<file path="config.mk">
export PLATFORM = sky130hd
export DESIGN_NAME = key_debounce
export DESIGN_NICKNAME = d
export VERILOG_FILES = /design/src/rtl/vga_pkg.sv /design/src/rtl/key_filter_ch.sv /design/src/rtl/key_debounce.sv
export SDC_FILE = /design/constraint.sdc
export NUM_CORES = 1
export LEC_CHECK = 0
export BUFFER_PORTS_ARGS = -buffer_cell sky130_fd_sc_hd__buf_4
export CORE_MARGIN = 8
export CORE_UTILIZATION = 45
export DETAILED_ROUTE_END_ITERATION = 10
export PLACE_DENSITY = 0.61
export SLEW_MARGIN = 20
export SYNTH_ARGS = -nofsm -noshare
export SYNTH_HDL_FRONTEND = slang
export SYNTH_SLANG_ARGS = --single-unit
</file>
<file path="constraint.sdc">
create_clock -name clk -period 3.1 [get_ports clk]
set_clock_uncertainty 0.15 [all_clocks]
set_input_delay 0.62 -clock clk [delete_from_list [all_inputs] [get_ports clk]]
set_output_delay 0.62 -clock clk [all_outputs]
set_load 0.005 [all_outputs]
</file>
<file path="src/rtl/vga_pkg.sv">
//----------------------------------------------------------------------------
// vga_pkg : key roles, debounce state encoding and sizing helpers shared by
//           the key front-end and the picture stage.         Rev 1.0
//----------------------------------------------------------------------------
`default_nettype none

package vga_pkg;

  localparam int KEY_NEXT      = 0;
  localparam int KEY_PREV      = 1;
  localparam int KEY_HOME      = 2;
  localparam int KEY_FRZ       = 3;

  localparam int DEF_NUM_MODES = 4;

  typedef enum logic [1:0] {
    S_UP      = 2'd0,
    S_FILT_DN = 2'd1,
    S_DOWN    = 2'd2,
    S_FILT_UP = 2'd3
  } key_state_e;

  // Counter must hold the largest cycle count it is ever compared against.
  function automatic int cnt_width(input int a, input int b, input int c);
    int m;
    m = a;
    if (b > m) m = b;
    if (c > m) m = c;
    return $clog2(m) + 1;
  endfunction

endpackage

`default_nettype wire

</file>
<file path="src/rtl/key_filter_ch.sv">
//----------------------------------------------------------------------------
// key_filter_ch : one key channel - 2-flop sync, debounce FSM, press/release
//                 pulses, optional auto-repeat (KEY_AUTOREPEAT_EN). Rev 1.0
//----------------------------------------------------------------------------
`default_nettype none

module key_filter_ch
  import vga_pkg::*;
#(
  parameter int KEY_ACT_LOW  = 1,
  parameter int DEBOUNCE_CYC = 1_000_000,
`ifdef KEY_AUTOREPEAT_EN
  parameter int HOLD_CYC     = 25_000_000,
  parameter int REPEAT_CYC   = 5_000_000,
  parameter bit REPEAT_EN    = 1'b1,
`endif
  parameter int CNT_W        = 26
) (
  input  logic clk,
  input  logic rstn,
  input  logic key_pin_i,
  output logic level_o,
  output logic press_o,
  output logic release_o
);

  localparam logic             REL_LVL  = (KEY_ACT_LOW != 0);
  localparam logic [CNT_W-1:0] CNT_ONE  = CNT_W'(1);
  localparam logic [CNT_W-1:0] DEB_LAST = CNT_W'(DEBOUNCE_CYC - 1);
`ifdef KEY_AUTOREPEAT_EN
  localparam logic [CNT_W-1:0] HOLD_LAST = CNT_W'(HOLD_CYC - 1);
  localparam logic [CNT_W-1:0] REARM     = CNT_W'(HOLD_CYC - REPEAT_CYC);
`endif

  logic [1:0]       sync_q;
  logic             pressed;
  key_state_e       state_q, state_d;
  logic [CNT_W-1:0] cnt_q, cnt_d;
  logic             level_q, level_d;
  logic             press_q, press_d;
  logic             release_q, release_d;
`ifdef KEY_AUTOREPEAT_EN
  logic [CNT_W-1:0] hold_q, hold_d;
`endif

  always_ff @(posedge clk or negedge rstn) begin
    if (!rstn) begin
      sync_q <= {2{REL_LVL}};
    end else begin
      sync_q <= {sync_q[0], key_pin_i};
    end
  end

  assign pressed = sync_q[1] ^ REL_LVL;

  always_comb begin
    state_d   = state_q;
    cnt_d     = cnt_q;
    level_d   = level_q;
    press_d   = 1'b0;
    release_d = 1'b0;
    case (state_q)
      S_UP: begin
        if (pressed) begin
          state_d = S_FILT_DN;
          cnt_d   = CNT_ONE;
        end
      end
      S_FILT_DN: begin
        if (!pressed) begin
          state_d = S_UP;
          cnt_d   = '0;
        end else if (cnt_q == DEB_LAST) begin
          state_d = S_DOWN;
          cnt_d   = '0;
          level_d = 1'b1;
          press_d = 1'b1;
        end else begin
          cnt_d = cnt_q + CNT_ONE;
        end
      end
      S_DOWN: begin
        if (!pressed) begin
          state_d = S_FILT_UP;
          cnt_d   = CNT_ONE;
        end
      end
      S_FILT_UP: begin
        if (pressed) begin
          state_d = S_DOWN;
          cnt_d   = '0;
        end else if (cnt_q == DEB_LAST) begin
          state_d   = S_UP;
          cnt_d     = '0;
          level_d   = 1'b0;
          release_d = 1'b1;
        end else begin
          cnt_d = cnt_q + CNT_ONE;
        end
      end
      default: begin
        state_d = S_UP;
        cnt_d   = '0;
      end
    endcase

`ifdef KEY_AUTOREPEAT_EN
    // Re-arm below the hold threshold so later repeats come every REPEAT_CYC.
    hold_d = '0;
    if (REPEAT_EN && (state_q == S_DOWN) && pressed) begin
      if (hold_q == HOLD_LAST) begin
        hold_d  = REARM;
        press_d = 1'b1;
      end else begin
        hold_d = hold_q + CNT_ONE;
      end
    end
`endif
  end

  always_ff @(posedge clk or negedge rstn) begin
    if (!rstn) begin
      state_q   <= S_UP;
      cnt_q     <= '0;
      level_q   <= 1'b0;
      press_q   <= 1'b0;
      release_q <= 1'b0;
`ifdef KEY_AUTOREPEAT_EN
      hold_q    <= '0;
`endif
    end else begin
      state_q   <= state_d;
      cnt_q     <= cnt_d;
      level_q   <= level_d;
      press_q   <= press_d;
      release_q <= release_d;
`ifdef KEY_AUTOREPEAT_EN
      hold_q    <= hold_d;
`endif
    end
  end

  assign level_o   = level_q;
  assign press_o   = press_q;
  assign release_o = release_q;

endmodule

`default_nettype wire

</file>
<file path="src/rtl/key_debounce.sv">
//----------------------------------------------------------------------------
// key_debounce : debounced key front-end plus display-mode / freeze registers
//                for vga_pic. Option macro: KEY_AUTOREPEAT_EN.   Rev 1.0
//----------------------------------------------------------------------------
`default_nettype none

module key_debounce
  import vga_pkg::*;
#(
  parameter int NUM_KEYS     = 4,
  parameter int KEY_ACT_LOW  = 1,
  parameter int DEBOUNCE_CYC = 1_000_000,
  parameter int NUM_MODES    = DEF_NUM_MODES,
  parameter int MODE_W       = 2,
  parameter int HOLD_CYC     = 25_000_000,
  parameter int REPEAT_CYC   = 5_000_000
) (
  input  logic                clk,
  input  logic                rstn,
  input  logic [NUM_KEYS-1:0] keyin,
  output logic [NUM_KEYS-1:0] key_level,
  output logic [NUM_KEYS-1:0] key_press,
  output logic [NUM_KEYS-1:0] key_release,
  output logic [MODE_W-1:0]   mode,
  output logic                freeze
);

  localparam int              CNT_W     = cnt_width(DEBOUNCE_CYC, HOLD_CYC, REPEAT_CYC);
  localparam logic [MODE_W-1:0] MODE_LAST = MODE_W'(NUM_MODES - 1);
  localparam logic [MODE_W-1:0] MODE_ONE  = MODE_W'(1);

  logic [MODE_W-1:0] mode_q, mode_d;
  logic              freeze_q, freeze_d;

  generate
    for (genvar k = 0; k < NUM_KEYS; k++) begin : g_ch
      key_filter_ch #(
        .KEY_ACT_LOW  (KEY_ACT_LOW),
        .DEBOUNCE_CYC (DEBOUNCE_CYC),
`ifdef KEY_AUTOREPEAT_EN
        .HOLD_CYC     (HOLD_CYC),
        .REPEAT_CYC   (REPEAT_CYC),
        .REPEAT_EN    ((k != KEY_HOME) && (k != KEY_FRZ)),
`endif
        .CNT_W        (CNT_W)
      ) u_ch (
        .clk       (clk),
        .rstn      (rstn),
        .key_pin_i (keyin[k]),
        .level_o   (key_level[k]),
        .press_o   (key_press[k]),
        .release_o (key_release[k])
      );
    end
  endgenerate

  // HOME wins; NEXT and PREV together cancel out.
  always_comb begin
    mode_d   = mode_q;
    freeze_d = freeze_q ^ key_press[KEY_FRZ];
    if (key_press[KEY_HOME]) begin
      mode_d = '0;
    end else if (key_press[KEY_NEXT] && !key_press[KEY_PREV]) begin
      mode_d = (mode_q == MODE_LAST) ? '0 : mode_q + MODE_ONE;
    end else if (key_press[KEY_PREV] && !key_press[KEY_NEXT]) begin
      mode_d = (mode_q == '0) ? MODE_LAST : mode_q - MODE_ONE;
    end
  end

  always_ff @(posedge clk or negedge rstn) begin
    if (!rstn) begin
      mode_q   <= '0;
      freeze_q <= 1'b0;
    end else begin
      mode_q   <= mode_d;
      freeze_q <= freeze_d;
    end
  end

  assign mode   = mode_q;
  assign freeze = freeze_q;

endmodule

`default_nettype wire

</file>
==> results of run 1 <==
## worst max-delay path, stage by stage, from the launching register on
cell,delay (ns)
dfrtp_1,0.42
ha_1,0.27
nand3_1,0.19
nor4_4,0.10
a21oi_4,0.86
o21ai_0,0.23
a31oi_1,0.22
## synthesized netlist by cell type, types with 20 or more instances
| master | instances |
|---|---|
| and3_1 | 28 |
| nor2_1 | 33 |
| dfrtp_1 | 127 |
| buf_2 | 20 |
| o21ai_0 | 27 |
| nand2_1 | 80 |
| a21oi_1 | 65 |
| nand4_1 | 23 |
| inv_1 | 22 |
| nand3_1 | 53 |
| a41oi_1 | 20 |
| a31oi_1 | 85 |
## registers in the layout, indices dropped and copies added (netlist names), named ones only
signal	cells
freeze	1
g_ch.u_ch.sync_q	8
g_ch.u_ch.level_o	4
g_ch.u_ch.state_q	4
g_ch.u_ch.cnt_q	104
g_ch.u_ch.press_o	4
mode	2
g_ch.u_ch.release_o	4
## cell type report
class                      instances  area, um2
timing repair buffer              31        249
sequential                       135       3390
inverter                          22       82.6
clock inverter                    12        153
clock buffer                      20        447
fill                            1478       7760
multi-input combinational        574       3480
tap                              216        270
## per-layer routing
| layer | share of wire (%) | vias to the layer above | GRT usage [%] |
|---|---|---|---|
| li1 | - | 2946 | - |
| met1 | 47 | 2985 | 21.4 |
| met2 | 47 | 129 | 25.8 |
| met3 | 4.6 | 10 | 4.74 |
| met4 | 0.89 | 0 | 5.48 |
| met5 | 0 | - | 0 |
## cells by family (layout without fill, tap and decap cells)
group	Yosys count	count (layout)
DFF	135	135
and+or+nand+nor	317	317
AOI/OAI and AO/OA	235	235
muxes	10	10
buffers and inverters	79	85
adders and majority gates	5	5
xor gates and xnor gates	7	7
## stage by stage
stage	power (W)	hold WS, ns	utilization, %	std cells
6_report	0.00419	0.0213	51.0	1010
5_1_grt	0.00437	0.0652	51.0	1010
4_1_cts	0.00425	0.0364	50.9	1010
3_5_place_dp	0.00217	0.197	47.2	978
3_3_place_gp	0.00216	0.197	47.2	978
2_1_floorplan	0.00208	0.174	-	788
## power groups by stage
stage	clock network [W]	logic [W]	registers, W
2_1_floorplan	0	0.000178	0.00191
3_3_place_gp	0	0.000233	0.00193
3_5_place_dp	0	0.000242	0.00193
4_1_cts	0.00210	0.000244	0.00190
5_1_grt	0.00218	0.000279	0.00191
6_report	0.00205	0.000240	0.00190
## path summary, 6_finish.rpt
check / slack (ns) / depth (start not counted) / endpoint
setup reg to reg: 0.56 / 6 / g_ch[1].u_ch.cnt_q[20]
setup / recovery: 0.56 / 6 / g_ch[1].u_ch.cnt_q[20]
hold reg to reg: 0.21 / 0 / g_ch[2].u_ch.sync_q[1]
min in group clk: 0.15 / 1 / g_ch[2].u_ch.sync_q[0]
max in group asynchronous: 2.05 / 2 / g_ch[0].u_ch.sync_q[0]
hold / removal: 0.02 / 1 / g_ch[3].u_ch.cnt_q[12]
==> summary.txt, run 1 <==
Run status
  • Status: finished, final reports clean

Layout
  • Final nets: 792
  • Area Growth Syn to Fin: 11.3%
  • Layout cell share with drive strength beyond 1: 11.2%
  • Commonest cells after routing, fill and taps aside: 127 x dfrtp_1, 85 x a31oi_1, 80 x nand2_1, 65 x a21oi_1, 53 x nand3_1
  • Commonest non-fill, non-tap cell in the layout: dfrtp_1
  • ANT cells: 0
  • Final Cell Area: 8070 um2

Synth
  • Post-Synth Adder-Cell Area: 0.863%
  • Post-synth EDFFs: 0
  • Dominant cell type by area after synthesis: dfrtp_1
  • Largest family of logic cells by synthesized area: simple AND/OR/NAND/NOR gates
  • Synth Instances: 788
  • #FFs+latches synth: 135
  • Multiplexer area fraction after synthesis: 1.38%
  • Fraction of registers with async set or reset after synthesis: 100%
  • Simple-Gate Fraction of Synth Area: 24.6%
  • Compound-Gate Fraction of Synth Area: 20.1%
  • Synth Warn #: 0
  • Post-synth top area share: 43.8%
  • Post-Synth XOR/XNOR Area: 0.845%
  • Top post-synthesis cells by area: dfrtp_1 44%, a31oi_1 7.3%, a21oi_1 4.5%
  • Syn Nets: 799
  • Mean post-synth cell area: 9.20 um2
  • Most used flip-flop cell after synthesis: dfrtp_1
  • Register area share after synthesis: 46.7%
  • Post-synth cell types: 53
  • Cell area after synthesis: 7250 um2

STA
  • Fin crit period: 2.54 ns
  • Relative slew slack: 27.0%
  • Final setup vio count: 0
  • Setup ws final: 0.564 ns
  • RSZ-0062 raised after global routing: false
  • Fin. Hold Viols: 0
  • Period Utilization, post-route: 81.8%
  • Setup TNS: 0 ns
  • Final slew viol count: 0
  • Tightest Pin Transition: 1.09 ns
  • Max Clock Freq: 394 MHz

Min path
  • Hold Path Class: primary input to async pin

Routing
  • TritonRoute pass-1 iters: 5
  • Final wirelength: 16.0 mm
  • # DRC: 0
  • Antenna Violating Nets Remaining: 0
  • Routed vias: 6070
  • Drt via density: 6.01
  • Wire length per cell: 15.8 um
  • Initial DRC Count: 519

Setup path
  • Worst-path fanout max: 49
  • Worst Path Arrival: 2.72 ns
  • Reg-to-Reg Start: g_ch[1].u_ch.cnt_q[0]
  • Crit path launch: g_ch[1].u_ch.cnt_q[0]
  • CP Capture Type: flip-flop
  • Critical Path Start Type: flip-flop
  • Worst endpoint required time: 3.29 ns
  • Crit path kind: flip-flop to flip-flop

Floorplanning
  • Horiz. Die Dim: 143 um
  • Die ar.: 20400 um2
  • Row cnt: 46
  • Initial Utilization: 45.8%
  • Core area: 15800 um2
  • I/O pin count: 21
  • Die Height: 143 um

GRT
  • First-pass GRT wire length: 27.3 mm
  • Largest net degree at the start of global routing: 63
  • Initial antenna violation count: 0
  • GR Util All Layers: 16.5%
  • Remaining global-route overflow: 0
  • Vias in the first global route: 5667

Pwr
  • Lkg Pwr: 3.39 nW
  • Internal power: 0.00319 W
  • PD cells: 520 nW/um2
  • Switching part of the total: 24.0%
  • Seq pwr share: 45.3%
  • P_sw: 0.00101 W
  • Comb power frac: 5.7%
  • VDD IR max: 0.000418 V
  • Clk pwr share: 49.0%

Clocking
  • Clock sink count: 135
  • Post-CTS setup buffer count: 0
  • Max clock buf depth: 2
  • CTS tree: built
  • Cts bufs inserted: 17
  • Hold buffer count at cts: 0
  • H-tree Lvls: 4
  • Worst-Skew Late Latency: 0.43 ns
  • Post_cts resized: 0
  • Root buffer cell: clkbuf_16
  • CTS clk-pin slew, worst paths: 0.06 ns

Job
  • MaxCap Viol Count: 0

Placed design
  • # port buffers: 20
  • Pre-CTS setup slack: 0.378 ns
  • Routability Congestion: 0.786
  • Dpl cell area: 7460 um2
  • DP HPWL: 10.7 mm
No activity file was read; power rests on OpenSTA's default activity.
==> run 2, diff against run 1 <==
- clock period: 3.1 -> 2.64 ns (I/O delays scaled with it)
==> run 2 against run 1 <==
Against the previous run: flip-flop and latch count unchanged; non-clock buffer count increased by 12; worst hold slack improved by 0.039 ns; highest routed layer unchanged; largest cell class unchanged; critical path depth unchanged; sequential share of layout area decreased by 0.64 points; critical endpoint is now g_ch[1].u_ch.cnt_q[22].
==> summary.txt, run 2 (synthesis gave the netlist of run 1 again) <==
Run status
  • Status: finished, final reports clean

Setup path
  • Top cell by count, worst path: a31oi_1
  • Slowest cell on crit path: a21oi_2
  • Crit path kind: flip-flop to flip-flop
  • Critical Path Start Type: flip-flop
  • Worst endpoint required time: 2.83 ns
  • Worst-path fanout max: 24
  • CP cell instances: ha_1 > nand3_1 > nor4_4 > a21oi_2 > a31oi_1 > a31oi_1
  • Worst reg2reg path depth: 6
  • Worst path max stage delay: 0.88 ns
  • Worst Path Arrival: 2.64 ns
  • CP Capture Type: flip-flop

GRT
  • Vias in the first global route: 5685
  • GR Util All Layers: 16.5%
  • Met3 usage: 3.94%
  • Grt met2 use: 26.6%
  • Initial antenna violation count: 0
  • Met1 usage in global routing: 21.5%
  • Grt peak-use layer: met2
  • Largest net degree at the start of global routing: 53
  • Remaining global-route overflow: 0
  • First-pass GRT wire length: 27.3 mm

Pwr
  • Seq pwr share: 44.3%
  • Internal power: 0.00384 W
  • Clk pwr share: 50.0%
  • Lkg Pwr: 3.46 nW
  • Switching part of the total: 23.6%
  • PD cells: 614 nW/um2
  • VDD IR max: 0.000557 V
  • Comb power frac: 5.7%
  • P_sw: 0.00119 W

STA
  • Fin crit period: 2.45 ns
  • Final setup vio count: 0
  • Relative slew slack: 26.3%
  • Tightest Pin Transition: 1.11 ns
  • Setup TNS: 0 ns
  • Fin. Hold Viols: 0
  • Period Utilization, post-route: 92.8%
  • Max Clock Freq: 408 MHz
  • RSZ-0062 raised after global routing: false
  • Final slew viol count: 0

Clocking
  • Worst-Skew Late Latency: 0.42 ns
  • Clock sink count: 135
  • CTS tree: built
  • Max clock buf depth: 2
  • CTS clk-pin slew, worst paths: 0.06 ns
  • Root buffer cell: clkbuf_16
  • H-tree Lvls: 4
  • Cts bufs inserted: 17

Routing
  • Initial DRC Count: 394
  • TritonRoute pass-1 iters: 5
  • Routed vias: 6151
  • Final wirelength: 16.5 mm
  • Antenna Violating Nets Remaining: 0
  • Drt via density: 6.01
  • # DRC: 0
  • Wire length per cell: 16.2 um

Floorplanning
  • I/O pin count: 21
  • Core area: 15800 um2
  • Die ar.: 20400 um2
  • Initial Utilization: 45.8%
  • Row cnt: 46
  • Horiz. Die Dim: 143 um
  • Die Height: 143 um

Layout
  • Footprint of the multi-input gates: 3490 um2
  • Commonest non-fill, non-tap cell in the layout: dfrtp_1
  • Final nets: 805
  • Layout filler cell count: 1442
  • Largest register by flop count: g_ch.u_ch.cnt_q
  • Top flop regs: g_ch.u_ch.cnt_q: 104 flops, g_ch.u_ch.sync_q: 8 flops
  • ANT cells: 0
  • Final Non-Filler Cells: 1023
  • Flip-flop count of the largest register after layout: 104
  • Commonest cells after routing, fill and taps aside: 127 x dfrtp_1, 85 x a31oi_1, 80 x nand2_1, 65 x a21oi_1, 53 x nand3_1
  • Area Growth Syn to Fin: 13.0%
  • Layout cell share with drive strength beyond 1: 12.5%
  • Seq. cell area: 3390 um2

Placed design
  • Placed insts: 989
  • # port buffers: 20
  • Routability Congestion: 0.824
  • DP HPWL: 11.0 mm

Job
  • MaxCap Viol Count: 0

Min path
  • Hold Path Class: primary input to flip-flop
  • Worst Hold Depth: 1
-- run 2: cell count changes in the layout (fill, tap and decap cells not counted), sizes merged --
cell,previous run,this run
a21oi,68,69
clkinv,8,6
bufinv,3,4
dlygate4sd3,0,1
clkinvlp,1,2
buf,31,42
-- run 2: power by group through the flow --
stage / clock network [W] / registers, W / logic (W)
final: 0.00251 / 0.00223 / 0.000289
after global routing: 0.00267 / 0.00224 / 0.000330
after floorplan: 0 / 0.00224 / 0.000209
after global placement: 0 / 0.00226 / 0.000278
after CTS: 0.00257 / 0.00223 / 0.000292
after detailed placement: 0 / 0.00227 / 0.000289
-- run 2: worst max-delay path: cells and delay by family, from the launching register on --
| kind | cells | cell delay, ns |
|---|---|---|
| simple gates | 2 | 0.32 |
| compound gates | 3 | 1.22 |
| flops | 1 | 0.41 |
| fa+ha+maj | 1 | 0.27 |
-- run 2: worst paths after layout --
path,startpoint,endpoint,slack (ns)
min reg2reg,g_ch[3].u_ch.sync_q[0],g_ch[3].u_ch.sync_q[1],0.20
min,keyin[2],g_ch[2].u_ch.sync_q[0],0.06
max reg2reg,g_ch[1].u_ch.cnt_q[0],g_ch[1].u_ch.cnt_q[22],0.19
max,g_ch[1].u_ch.cnt_q[0],g_ch[1].u_ch.cnt_q[22],0.19
max in group asynchronous,rstn,g_ch[3].u_ch.sync_q[0],1.15
min in group asynchronous,rstn,g_ch[3].u_ch.cnt_q[13],0.49
-- run 2: what timing repair did --
item	CTS	global route
endpoints found under the setup margin	0	16
hold buffers	1	0
resized for setup	0	1
setup buffers	0	0
endpoints found under the hold margin	43	0
-- run 2: routing by layer --
metal	part of all wire, %	vias up
met5	0	-
li1	-	2984
met4	0.99	0
met3	4.4	17
met2	48	119
met1	47	3031
-- run 2: cell type report --
type | count | area share [%]
sequential | 135 | 41.3
inverter | 22 | 1.01
timing repair buffer | 43 | 4.17
tap | 216 | 3.30
clock buffer | 20 | 5.45
multi-input combinational | 575 | 42.6
clock inverter | 12 | 2.15
-- run 2: through the flow --
step	area, um2	util (%)	worst slack (ns)	power, W	hold slack [ns]
floorplan	7250	-	0.540	0.00245	0.0824
global placement	7550	47.7	0.212	0.00254	0.196
detailed placement	7550	47.7	0.112	0.00256	0.197
CTS	8180	51.7	0.0923	0.00509	0.0473
global route	8200	51.8	0.0491	0.00524	0.0441
finish	8200	51.8	0.189	0.00503	0.0604
==> run 3, diff against run 2 <==
- BUFFER_PORTS_ARGS: -buffer_cell sky130_fd_sc_hd__buf_4 -> unset
- DONT_BUFFER_PORTS: unset -> 1
- PLACE_DENSITY: 0.61 -> 0.6
==> run 3 against run 2 <==
Against the previous run: the run now ends with hold timing left; sequential share of layout area up 0.71 points; clock power up 6%; combinational power down 17%; utilization down 0.88 points; highest routed layer unchanged.
==> summary.txt, run 3 (synthesis gave the netlist of run 1 again) <==
Setup path
  • CP Capture Type: flip-flop
  • Crit path kind: flip-flop to flip-flop
  • Worst endpoint required time: 2.78 ns
  • Worst-path fanout max: 17
  • Critical Path Start Type: flip-flop
  • Worst Path Arrival: 2.59 ns
  • Worst path max stage delay: 0.42 ns
  • Slowest cell on crit path: nor4_4
  • CP cell instances: ha_1 > nand4_4 > nor4_4 > a21oi_2 > buf_4 > a41oi_1 > a31oi_1

Clocking
  • CTS clk-pin slew, worst paths: 0.06 ns
  • H-tree Lvls: 4
  • Worst-Skew Late Latency: 0.42 ns
  • Hold buffer count at cts: 4
  • Post-CTS setup buffer count: 0
  • Root buffer cell: clkbuf_16
  • Max clock buf depth: 2
  • Post_cts resized: 0
  • CTS tree: built
  • Cts bufs inserted: 17
  • Clock sink count: 135

Layout
  • Largest register by flop count: g_ch.u_ch.cnt_q
  • Area Growth Syn to Fin: 11.1%
  • Top flop regs: g_ch.u_ch.cnt_q: 104 flops, g_ch.u_ch.sync_q: 8 flops
  • ANT cells: 0
  • Final Cell Area: 8060 um2
  • Final Non-Filler Cells: 997
  • Commonest non-fill, non-tap cell in the layout: dfrtp_1
  • Layout cell share with drive strength beyond 1: 9.22%
  • Final nets: 779
  • Flip-flop count of the largest register after layout: 104
  • Commonest cells after routing, fill and taps aside: 127 x dfrtp_1, 85 x a31oi_1, 80 x nand2_1, 65 x a21oi_1, 53 x nand3_1

GRT
  • GR Util All Layers: 16.7%
  • Largest net degree at the start of global routing: 136
  • Remaining global-route overflow: 0
  • First-pass GRT wire length: 27.5 mm
  • Vias in the first global route: 5652
  • Initial antenna violation count: 0

Placed design
  • Placed insts: 960
  • Dpl cell area: 7330 um2
  • Routability Congestion: 0.818
  • # port buffers: 0
  • DP HPWL: 10.4 mm

STA
  • Fin. Hold Viols: 135
  • Final slew viol count: 0
  • Period Utilization, post-route: 92.8%
  • Fin crit period: 2.45 ns
  • Max Clock Freq: 408 MHz
  • RSZ-0062 raised after global routing: false
  • Final setup vio count: 0
  • Relative slew slack: 46.6%
  • Setup TNS: 0 ns
  • Tightest Pin Transition: 0.798 ns
  • Worst hold margin: -0.345 ns

Floorplanning
  • Initial Utilization: 45.8%
  • Horiz. Die Dim: 143 um
  • I/O pin count: 21
  • Core area: 15800 um2
  • Row cnt: 46
  • Die Height: 143 um
  • Die ar.: 20400 um2

Routing
  • Routed vias: 6082
  • Initial DRC Count: 641
  • Final wirelength: 16.0 mm
  • # DRC: 0
  • Wire length per cell: 16.0 um
  • Antenna Violating Nets Remaining: 0
  • TritonRoute pass-1 iters: 5
  • Drt via density: 6.10

Min path
  • Hold Path Class: primary input to async pin

Run status
  • Status: finished, violations left
  • Failing checks: hold timing

Pwr
  • Lkg Pwr: 3.35 nW
  • PD cells: 638 nW/um2
  • VDD IR max: 0.000491 V

Job
  • MaxCap Viol Count: 0
[run 3: worst paths after layout]
| check | start | to | slack (ns) | cells after the start |
|---|---|---|---|---|
| setup / recovery | g_ch[2].u_ch.cnt_q[0] | g_ch[2].u_ch.cnt_q[4] | 0.19 | 7 |
| hold / removal | rstn | g_ch[3].u_ch.cnt_q[3] | -0.35 | 0 |
| setup reg to reg | g_ch[2].u_ch.cnt_q[0] | g_ch[2].u_ch.cnt_q[4] | 0.19 | 7 |
| hold reg to reg | g_ch[3].u_ch.sync_q[0] | g_ch[3].u_ch.sync_q[1] | 0.20 | 0 |
| max in group asynchronous | rstn | g_ch[1].u_ch.sync_q[1] | 2.39 | 0 |
| min in group clk | g_ch[3].u_ch.sync_q[0] | g_ch[3].u_ch.sync_q[1] | 0.20 | 0 |
[run 3: worst max-delay path, delay by kind of cell, from the launching register on]
family	cells	cell delay, ns
AOI/OAI and AO/OA	3	0.55
buffers and inverters	1	0.25
adders and majority gates	1	0.31
DFF	1	0.41
and+or+nand+nor	2	0.64
[run 3: metal layers]
layer	up-vias	track usage, %	part of all wire, %
met5	-	0	0
met4	0	7.66	1.9
met3	30	4.44	5.9
li1	2926	-	-
met2	176	25.8	46
met1	2950	21.4	46
[run 3: cell type report]
class                           count  area (um2)
Fill cell                        1432        7770
Multi-Input combinational cell    574        3470
Sequential cell                   135        3390
Clock buffer                       22         474
Tap cell                          216         270
Clock inverter                     10         190
Timing Repair Buffer               18         178
Inverter                           22        82.6
[run 3: stage by stage]
| step | setup WS (ns) | power [W] | hold WS, ns | utilization (%) |
|---|---|---|---|---|
| CTS | 0.112 | 0.00519 | -0.362 | 50.7 |
| floorplan | 0.540 | 0.00245 | 0.0824 | - |
| detailed placement | 0.128 | 0.00250 | 0.0921 | 46.3 |
| global route | 0.0350 | 0.00535 | -0.369 | 50.9 |
| finish | 0.191 | 0.00514 | -0.345 | 50.9 |
| global placement | 0.213 | 0.00248 | 0.0923 | 46.3 |
[run 3: where the power goes]
group / internal [W] / leakage, nW / total, W / switching [W]
sequential: 0.00214 / 1.83 / 0.00224 / 0.0000965
combinational: 0.0000968 / 1.20 / 0.000241 / 0.000145
clock: 0.00176 / 0.314 / 0.00267 / 0.000909
